===== src/rtl/ads1115_poll_ctrl.sv =====
// ADS1115 single-shot conversion sequencer: drives an i2c_master command port to
// write Config, poll Config.OS with an idle gap between polls, then read Conversion.
module ads1115_poll_ctrl #(
  parameter logic [6:0]  DEV_ADDR = 7'h48,
  parameter logic [7:0]  CFG_LSB  = 8'h83,
  parameter int unsigned POLL_GAP = 25000,
  parameter int unsigned POLL_MAX = 255
) (
  input  logic        i_clk,
  input  logic        i_rst_n,
  input  logic        i_go,
  input  logic [2:0]  i_mux,
  input  logic [2:0]  i_pga,
  output logic [15:0] o_result,
  output logic        o_valid,
  output logic        o_err,
  output logic [1:0]  o_err_code,
  output logic        o_busy,
  output logic [6:0]  o_i2c_addr,
  output logic        o_i2c_rw,
  output logic        o_i2c_start,
  output logic [7:0]  o_i2c_wdata,
  output logic        o_i2c_wvalid,
  output logic        o_i2c_rready,
  output logic        o_i2c_stop,
  output logic        o_i2c_ack_send,
  input  logic [7:0]  i_i2c_rdata,
  input  logic        i_i2c_rvalid,
  input  logic        i_i2c_wready,
  input  logic        i_i2c_ack_recv,
  input  logic        i_i2c_done
);

  localparam int GAP_W = (POLL_GAP > 1) ? $clog2(POLL_GAP) : 1;

  typedef enum logic [3:0] {
    S_IDLE, S_CFG, S_PTR, S_POLL, S_CHK, S_GAP, S_CPTR, S_CRD, S_DONE, S_ESTOP, S_ERR
  } state_t;
  typedef enum logic {OP_ISSUE, OP_WAIT} op_t;
  typedef enum logic [1:0] {K_START, K_WR, K_RD, K_STOP} kind_t;

  state_t             state_q, state_d;
  op_t                op_q, op_d;
  logic [2:0]         step_q, step_d;
  logic [2:0]         mux_q, mux_d, pga_q, pga_d;
  logic [7:0]         poll_cnt_q, poll_cnt_d;
  logic [GAP_W-1:0]   gap_cnt_q, gap_cnt_d;
  logic [7:0]         msb_q, msb_d, lsb_q, lsb_d;
  logic [1:0]         code_q, code_d;
  logic [15:0]        result_q, result_d;
  logic               valid_q, valid_d, err_q, err_d, busy_q, busy_d;
  logic [1:0]         err_code_q, err_code_d;
  logic               rw_q, rw_d, start_q, start_d, wvalid_q, wvalid_d;
  logic               rready_q, rready_d, stop_q, stop_d, ack_send_q, ack_send_d;
  logic [7:0]         wdata_q, wdata_d;

  kind_t      kind;
  logic       op_rw, op_ack, op_last;
  logic [7:0] op_byte;
  state_t     next_phase;

  // Micro-op program for each bus phase, indexed by step.
  always_comb begin
    kind    = K_STOP;
    op_rw   = 1'b0;
    op_byte = 8'h00;
    op_ack  = 1'b1;
    op_last = 1'b1;
    case (state_q)
      S_CFG: begin
        op_last = (step_q == 3'd4);
        case (step_q)
          3'd0:    kind = K_START;
          3'd1:    begin kind = K_WR; op_byte = 8'h01; end
          3'd2:    begin kind = K_WR; op_byte = {1'b1, mux_q, pga_q, 1'b1}; end
          3'd3:    begin kind = K_WR; op_byte = CFG_LSB; end
          default: kind = K_STOP;
        endcase
      end
      S_PTR, S_CPTR: begin
        op_last = (step_q == 3'd2);
        case (step_q)
          3'd0:    kind = K_START;
          3'd1:    begin kind = K_WR; op_byte = (state_q == S_PTR) ? 8'h01 : 8'h00; end
          default: kind = K_STOP;
        endcase
      end
      S_POLL, S_CRD: begin
        op_last = (step_q == 3'd3);
        case (step_q)
          3'd0:    begin kind = K_START; op_rw = 1'b1; end
          3'd1:    begin kind = K_RD; op_ack = 1'b0; end
          3'd2:    begin kind = K_RD; op_ack = 1'b1; end
          default: kind = K_STOP;
        endcase
      end
      default: begin
        kind    = K_STOP;
        op_last = 1'b1;
      end
    endcase
  end

  always_comb begin
    case (state_q)
      S_CFG:   next_phase = S_PTR;
      S_PTR:   next_phase = S_POLL;
      S_POLL:  next_phase = S_CHK;
      S_CPTR:  next_phase = S_CRD;
      S_CRD:   next_phase = S_DONE;
      default: next_phase = S_ERR;
    endcase
  end

  always_comb begin
    state_d    = state_q;
    op_d       = op_q;
    step_d     = step_q;
    mux_d      = mux_q;
    pga_d      = pga_q;
    poll_cnt_d = poll_cnt_q;
    gap_cnt_d  = gap_cnt_q;
    msb_d      = msb_q;
    lsb_d      = lsb_q;
    code_d     = code_q;
    result_d   = result_q;
    err_code_d = err_code_q;
    busy_d     = busy_q;
    rw_d       = rw_q;
    wdata_d    = wdata_q;
    ack_send_d = ack_send_q;
    valid_d    = 1'b0;
    err_d      = 1'b0;
    start_d    = 1'b0;
    wvalid_d   = 1'b0;
    rready_d   = 1'b0;
    stop_d     = 1'b0;

    case (state_q)
      S_IDLE: begin
        busy_d = 1'b0;
        if (i_go) begin
          mux_d      = i_mux;
          pga_d      = i_pga;
          err_code_d = 2'b00;
          poll_cnt_d = 8'd0;
          busy_d     = 1'b1;
          step_d     = 3'd0;
          op_d       = OP_ISSUE;
          state_d    = S_CFG;
        end
      end

      S_CFG, S_PTR, S_POLL, S_CPTR, S_CRD, S_ESTOP: begin
        if (op_q == OP_ISSUE) begin
          case (kind)
            K_START: begin
              start_d = 1'b1;
              rw_d    = op_rw;
              op_d    = OP_WAIT;
            end
            K_WR: begin
              if (i_i2c_wready) begin
                wdata_d  = op_byte;
                wvalid_d = 1'b1;
                op_d     = OP_WAIT;
              end
            end
            K_RD: begin
              ack_send_d = op_ack;
              rready_d   = 1'b1;
              op_d       = OP_WAIT;
            end
            default: begin
              stop_d = 1'b1;
              op_d   = OP_WAIT;
            end
          endcase
        end else begin
          // The ACKed byte is the MSB, the NACKed (final) byte is the LSB.
          if (kind == K_RD && i_i2c_rvalid) begin
            if (!op_ack) msb_d = i_i2c_rdata;
            else         lsb_d = i_i2c_rdata;
          end
          if (i_i2c_done) begin
            op_d = OP_ISSUE;
            if ((kind == K_START || kind == K_WR) && i_i2c_ack_recv) begin
              code_d  = 2'b01;
              step_d  = 3'd0;
              state_d = S_ESTOP;
            end else if (op_last) begin
              step_d  = 3'd0;
              state_d = next_phase;
            end else begin
              step_d = step_q + 3'd1;
            end
          end
        end
      end

      S_CHK: begin
        if (msb_q[7]) begin
          state_d = S_CPTR;
        end else if (poll_cnt_q == 8'(POLL_MAX - 1)) begin
          code_d  = 2'b10;
          state_d = S_ERR;
        end else begin
          poll_cnt_d = poll_cnt_q + 8'd1;
          gap_cnt_d  = '0;
          state_d    = S_GAP;
        end
      end

      // Pointer still selects Config, so the next poll goes straight to a read.
      S_GAP: begin
        if (gap_cnt_q == GAP_W'(POLL_GAP - 1)) state_d = S_POLL;
        else                                   gap_cnt_d = gap_cnt_q + 1'b1;
      end

      S_DONE: begin
        result_d = {msb_q, lsb_q};
        valid_d  = 1'b1;
        state_d  = S_IDLE;
      end

      S_ERR: begin
        err_d      = 1'b1;
        err_code_d = code_q;
        state_d    = S_IDLE;
      end

      default: state_d = S_IDLE;
    endcase
  end

  always_ff @(posedge i_clk or negedge i_rst_n) begin
    if (!i_rst_n) begin
      state_q    <= S_IDLE;
      op_q       <= OP_ISSUE;
      step_q     <= 3'd0;
      mux_q      <= 3'd0;
      pga_q      <= 3'd0;
      poll_cnt_q <= 8'd0;
      gap_cnt_q  <= '0;
      msb_q      <= 8'd0;
      lsb_q      <= 8'd0;
      code_q     <= 2'b00;
      result_q   <= 16'd0;
      valid_q    <= 1'b0;
      err_q      <= 1'b0;
      err_code_q <= 2'b00;
      busy_q     <= 1'b0;
      rw_q       <= 1'b0;
      start_q    <= 1'b0;
      wdata_q    <= 8'd0;
      wvalid_q   <= 1'b0;
      rready_q   <= 1'b0;
      stop_q     <= 1'b0;
      ack_send_q <= 1'b1;
    end else begin
      state_q    <= state_d;
      op_q       <= op_d;
      step_q     <= step_d;
      mux_q      <= mux_d;
      pga_q      <= pga_d;
      poll_cnt_q <= poll_cnt_d;
      gap_cnt_q  <= gap_cnt_d;
      msb_q      <= msb_d;
      lsb_q      <= lsb_d;
      code_q     <= code_d;
      result_q   <= result_d;
      valid_q    <= valid_d;
      err_q      <= err_d;
      err_code_q <= err_code_d;
      busy_q     <= busy_d;
      rw_q       <= rw_d;
      start_q    <= start_d;
      wdata_q    <= wdata_d;
      wvalid_q   <= wvalid_d;
      rready_q   <= rready_d;
      stop_q     <= stop_d;
      ack_send_q <= ack_send_d;
    end
  end

  assign o_result       = result_q;
  assign o_valid        = valid_q;
  assign o_err          = err_q;
  assign o_err_code     = err_code_q;
  assign o_busy         = busy_q;
  assign o_i2c_addr     = DEV_ADDR;
  assign o_i2c_rw       = rw_q;
  assign o_i2c_start    = start_q;
  assign o_i2c_wdata    = wdata_q;
  assign o_i2c_wvalid   = wvalid_q;
  assign o_i2c_rready   = rready_q;
  assign o_i2c_stop     = stop_q;
  assign o_i2c_ack_send = ack_send_q;

endmodule


===== config.mk =====
export PLATFORM = sky130hd
export DESIGN_NAME = ads1115_poll_ctrl
export DESIGN_NICKNAME = d
export VERILOG_FILES = /design/src/rtl/ads1115_poll_ctrl.sv
export SDC_FILE = /design/constraint.sdc
export NUM_CORES = 1
export LEC_CHECK = 0
export CAP_MARGIN = 10
export CORE_MARGIN = 1.5
export CORE_UTILIZATION = 40
export CTS_BUF_LIST = sky130_fd_sc_hd__clkbuf_16
export DETAILED_ROUTE_END_ITERATION = 10
export SETUP_SLACK_MARGIN = 0.4
export SLEW_MARGIN = 15
export SYNTH_ARGS = -nofsm -noshare
export SYNTH_HDL_FRONTEND = slang
export SYNTH_SLANG_ARGS = --single-unit

===== constraint.sdc =====
create_clock -name i_clk -period 3.12 [get_ports i_clk]
set_input_delay 0.624 -clock i_clk [delete_from_list [all_inputs] [get_ports i_clk]]
set_output_delay 0.624 -clock i_clk [all_outputs]
set_load 0.1 [all_outputs]

==> results.yml <==
run_status:
  status: "finished clean"
logic_synthesis:
  synthAdderAreaFrac: 0.0219
  ys_warn_count: 0
  synth_compound_area_frac: 0.0955
  synthFlopType: "dfrtp_1"
  synthCells: 423
  synth_edf_count: 0
  muxShareOfSynthArea: 0.107
  synth_top_family_by_area: "simple AND/OR/NAND/NOR gates"
  synth_area_per_cell_sq_um: 10.8
  synthSimpleGateAreaFrac: 0.192
  synth_xor_area_frac: 0.0345
  synthArstFlopShare: 1.00
  ys_seq_elements: 90
  yosysSeqAreaShare: 0.493
  yosysUniqueCellTypes: 68
  syn-cell-area_sq_um: 4570
layout:
  fillers: 1009
  nets: 507
  antenna_cells: 0
  seqCellArea_sq_um: 2260
  final_core_util: 0.501
  multi_input_area_sq_um: 2100
  fin_area_sq_um: 5500
  drive_gt1_frac: 0.261
  area_growth_pct: 20.3
sta:
  fmax_mhz: 397
  tightest_slew_ns: 0.819
  period_share: 0.807
  rsz0062_at_grt: "false"
  slew-limit-headroom: 0.446
  final-hold-violation-count: 0
  min_period_ns: 2.52
  fin_tns_setup_ns: 0
  hold_ws_ns: 0.299
  finalClockSkew_ns: 0.00828
  finalSetupViolCount: 0
  report.final.slew_viol_count: 0
detailed_routing:
  antenna_left: 0
  dr.first_iter.drc_count: 169
  vias: 3262
  first_pass_iters: 4
  routed_wl_um: 9690
  drc_errors: 0
  vias_per_cell: 5.24
  wl_per_cell_um: 15.5
placement:
  gp_congestion: 0.883
  numPortBuffers: 55
  dpl-instance-area_sq_um: 5130
  dpl.hpwl_um: 6810
global_route:
  gr-usage-all-layers: 0.176
  gr-total-overflow: 0
  antenna_found_initial: 0
  grt_pass1_wl_um: 16200
  grt_max_degree: 52
  grt_pass1_vias: 3258
hold_path:
  worstHoldPathType: "input port to asynchronous set/reset pin"
worst_setup_path:
  reg2reg_slack_ns: 0.60
  r2r_cells: 8
  crit_path_start_kind: "flip-flop"
  worstPathArrival_ns: 2.76
  critPathKind: "flip-flop to flip-flop"
  worstPathRequired_ns: 3.36
  endpoint_kind: "flip-flop"
  startpoint: "step_q[1]"
  reg2reg_to: "o_i2c_wdata[0]"
  r2r-start: "step_q[1]"
  cp-endpoint: "o_i2c_wdata[0]"
  critical_path.max_fanout: 6
floorplan:
  rows: 38
  initial_core_util: 0.416
  die-width_um: 110
  core-area_sq_um: 11000
  die-area_sq_um: 12100
  die_h_um: 110
  pin_count: 63
clock_tree:
  cts_root_buffer: "clkbuf_16"
  htreeDepth: 3
  clock_latency_ns: 0.36
  cts_tree: "yes"
  clock_path_buffers: 2
  clkSinkCount: 90
  clk_pin_slew_ns: 0.06
  numCtsBuffers: 9
power:
  powerDensity_nw_per_um2: 1140
  peakVddDrop_mv: 0.877
  p_total_mw: 6.28
  leakage_nw: 2.52
flow_run:
  cap_violations: 0
==> cell usage after synthesis (2+ instances only) <==
library cell | number | share of area
nor4b_1 | 4 | 0.0077
mux2_4 | 3 | 0.0099
a32oi_1 | 3 | 0.0057
nor3_1 | 7 | 0.0077
buf_4 | 7 | 0.011
xnor2_1 | 6 | 0.011
nor4bb_1 | 2 | 0.0044
a22o_1 | 3 | 0.0057
nand2_1 | 46 | 0.038
buf_6 | 5 | 0.012
a31o_2 | 2 | 0.0038
mux2_2 | 33 | 0.081
a2111oi_4 | 2 | 0.012
and4_1 | 4 | 0.0077
nand4_1 | 4 | 0.0055
inv_1 | 17 | 0.014
ha_1 | 8 | 0.022
or3_1 | 3 | 0.0041
mux2i_1 | 6 | 0.013
dfrtp_1 | 89 | 0.49
and3_1 | 8 | 0.011
o31ai_1 | 3 | 0.0049
nand3b_1 | 5 | 0.0082
nor2b_1 | 2 | 0.0027
clkbuf_1 | 8 | 0.0066
buf_2 | 8 | 0.0088
and2_1 | 2 | 0.0027
nor2_1 | 33 | 0.027
and3_2 | 3 | 0.0049
o21ai_0 | 18 | 0.020
nor4_1 | 3 | 0.0041
xor2_1 | 12 | 0.023
nand2b_1 | 4 | 0.0055
a21oi_1 | 9 | 0.0099
nor4b_2 | 2 | 0.0066
conb_1 | 2 | 0.0016
nor3b_1 | 2 | 0.0033
nand3_1 | 15 | 0.016
==> layout make-up <==
type                    count  area share
flip-flops and latches     90       0.411
multi-input cells         291       0.382
repair buffers             69       0.107
clock buffers               9      0.0410
well taps                 140      0.0319
clock inverters             7      0.0150
inverters                  17      0.0116
==> cells in the final DEF, fill, tap and decap left out, drive strengths merged, types with 9 or more instances in the layout <==
cell type / netlist / layout
inv: 17 / 21
o21ai: 18 / 18
clkbuf: 9 / 9
and3: 11 / 11
nand2: 46 / 46
a21oi: 9 / 9
nand3: 15 / 15
buf: 21 / 50
dfrtp: 89 / 89
xor2: 12 / 12
clkdlybuf4s50: 0 / 19
mux2: 37 / 37
nor2: 33 / 33
==> state kept, by name, summed over array words and instances (netlist names), 4 cells and up <==
| signal | flops |
|---|---|
| o_i2c_wdata | 8 |
| lsb_q | 8 |
| poll_cnt_q | 8 |
| o_result | 16 |
| gap_cnt_q | 15 |
| state_q | 4 |
| msb_q | 8 |
==> worst max-delay path, cell delays in order, from the launching register on <==
cell and delay [ns]:
dfrtp_2 0.43, buf_4 0.15, ha_1 0.24, nor4b_2 0.26, nor2_1 0.10, or3_4 0.43
nor4b_2 0.30, buf_4 0.21, mux2_4 0.30
==> cell families (layout without fill, tap and decap cells) <==
group,after synthesis,after routing
AND/OR/NAND/NOR,158,158
flip-flops,90,90
AO/OA/AOI/OAI,57,57
buffers and inverters,47,102
multiplexers,43,43
XOR/XNOR,18,18
adder cells (fa/ha/maj),8,8
other,2,7
==> metal layers <==
layer,part of all wire,routed length [um],GRT usage
met2,0.46,4480,0.276
met4,0.015,149,0.0649
met5,0,0,0
met1,0.45,4400,0.225
met3,0.067,653,0.0599
==> worst min-delay path by stage <==
stage                     depth (start not counted)        end      from  slack, ns
after detailed placement                          2   mux_q[0]  mux_q[0]       0.47
after CTS                                         1  step_q[2]   i_rst_n       0.32
after global routing                              1  step_q[2]   i_rst_n       0.35
final                                             1  step_q[2]   i_rst_n       0.30
after global placement                            2   mux_q[0]  mux_q[0]       0.46
after floorplan                                   0  code_q[0]   i_rst_n       0.33
==> metrics by stage <==
step,std cells,setup WS (ns)
2_1_floorplan,428,0.558
3_3_place_gp,603,0.390
3_5_place_dp,603,0.319
4_1_cts,619,0.404
5_1_grt,623,0.405
6_report,623,0.601
==> timing repair <==
action / 4_1_cts / 5_1_grt
pin swaps: 0 / 1
resized for setup: 1 / 5
endpoints found under the hold margin: 0 / 0
hold buffers: 0 / 0
setup buffers: 0 / 4
endpoints found under the setup margin: 3 / 11
==> power breakdown <==
part           leakage, nW  switching (mW)  internal (mW)  total, mW
logic                 1.19            2.27          0.981       3.25
registers             1.19           0.334           1.56       1.90
clock network        0.152           0.494          0.636       1.13
total                 2.52            3.10           3.18       6.28
Note: power is estimated with default switching activity, not from simulation.
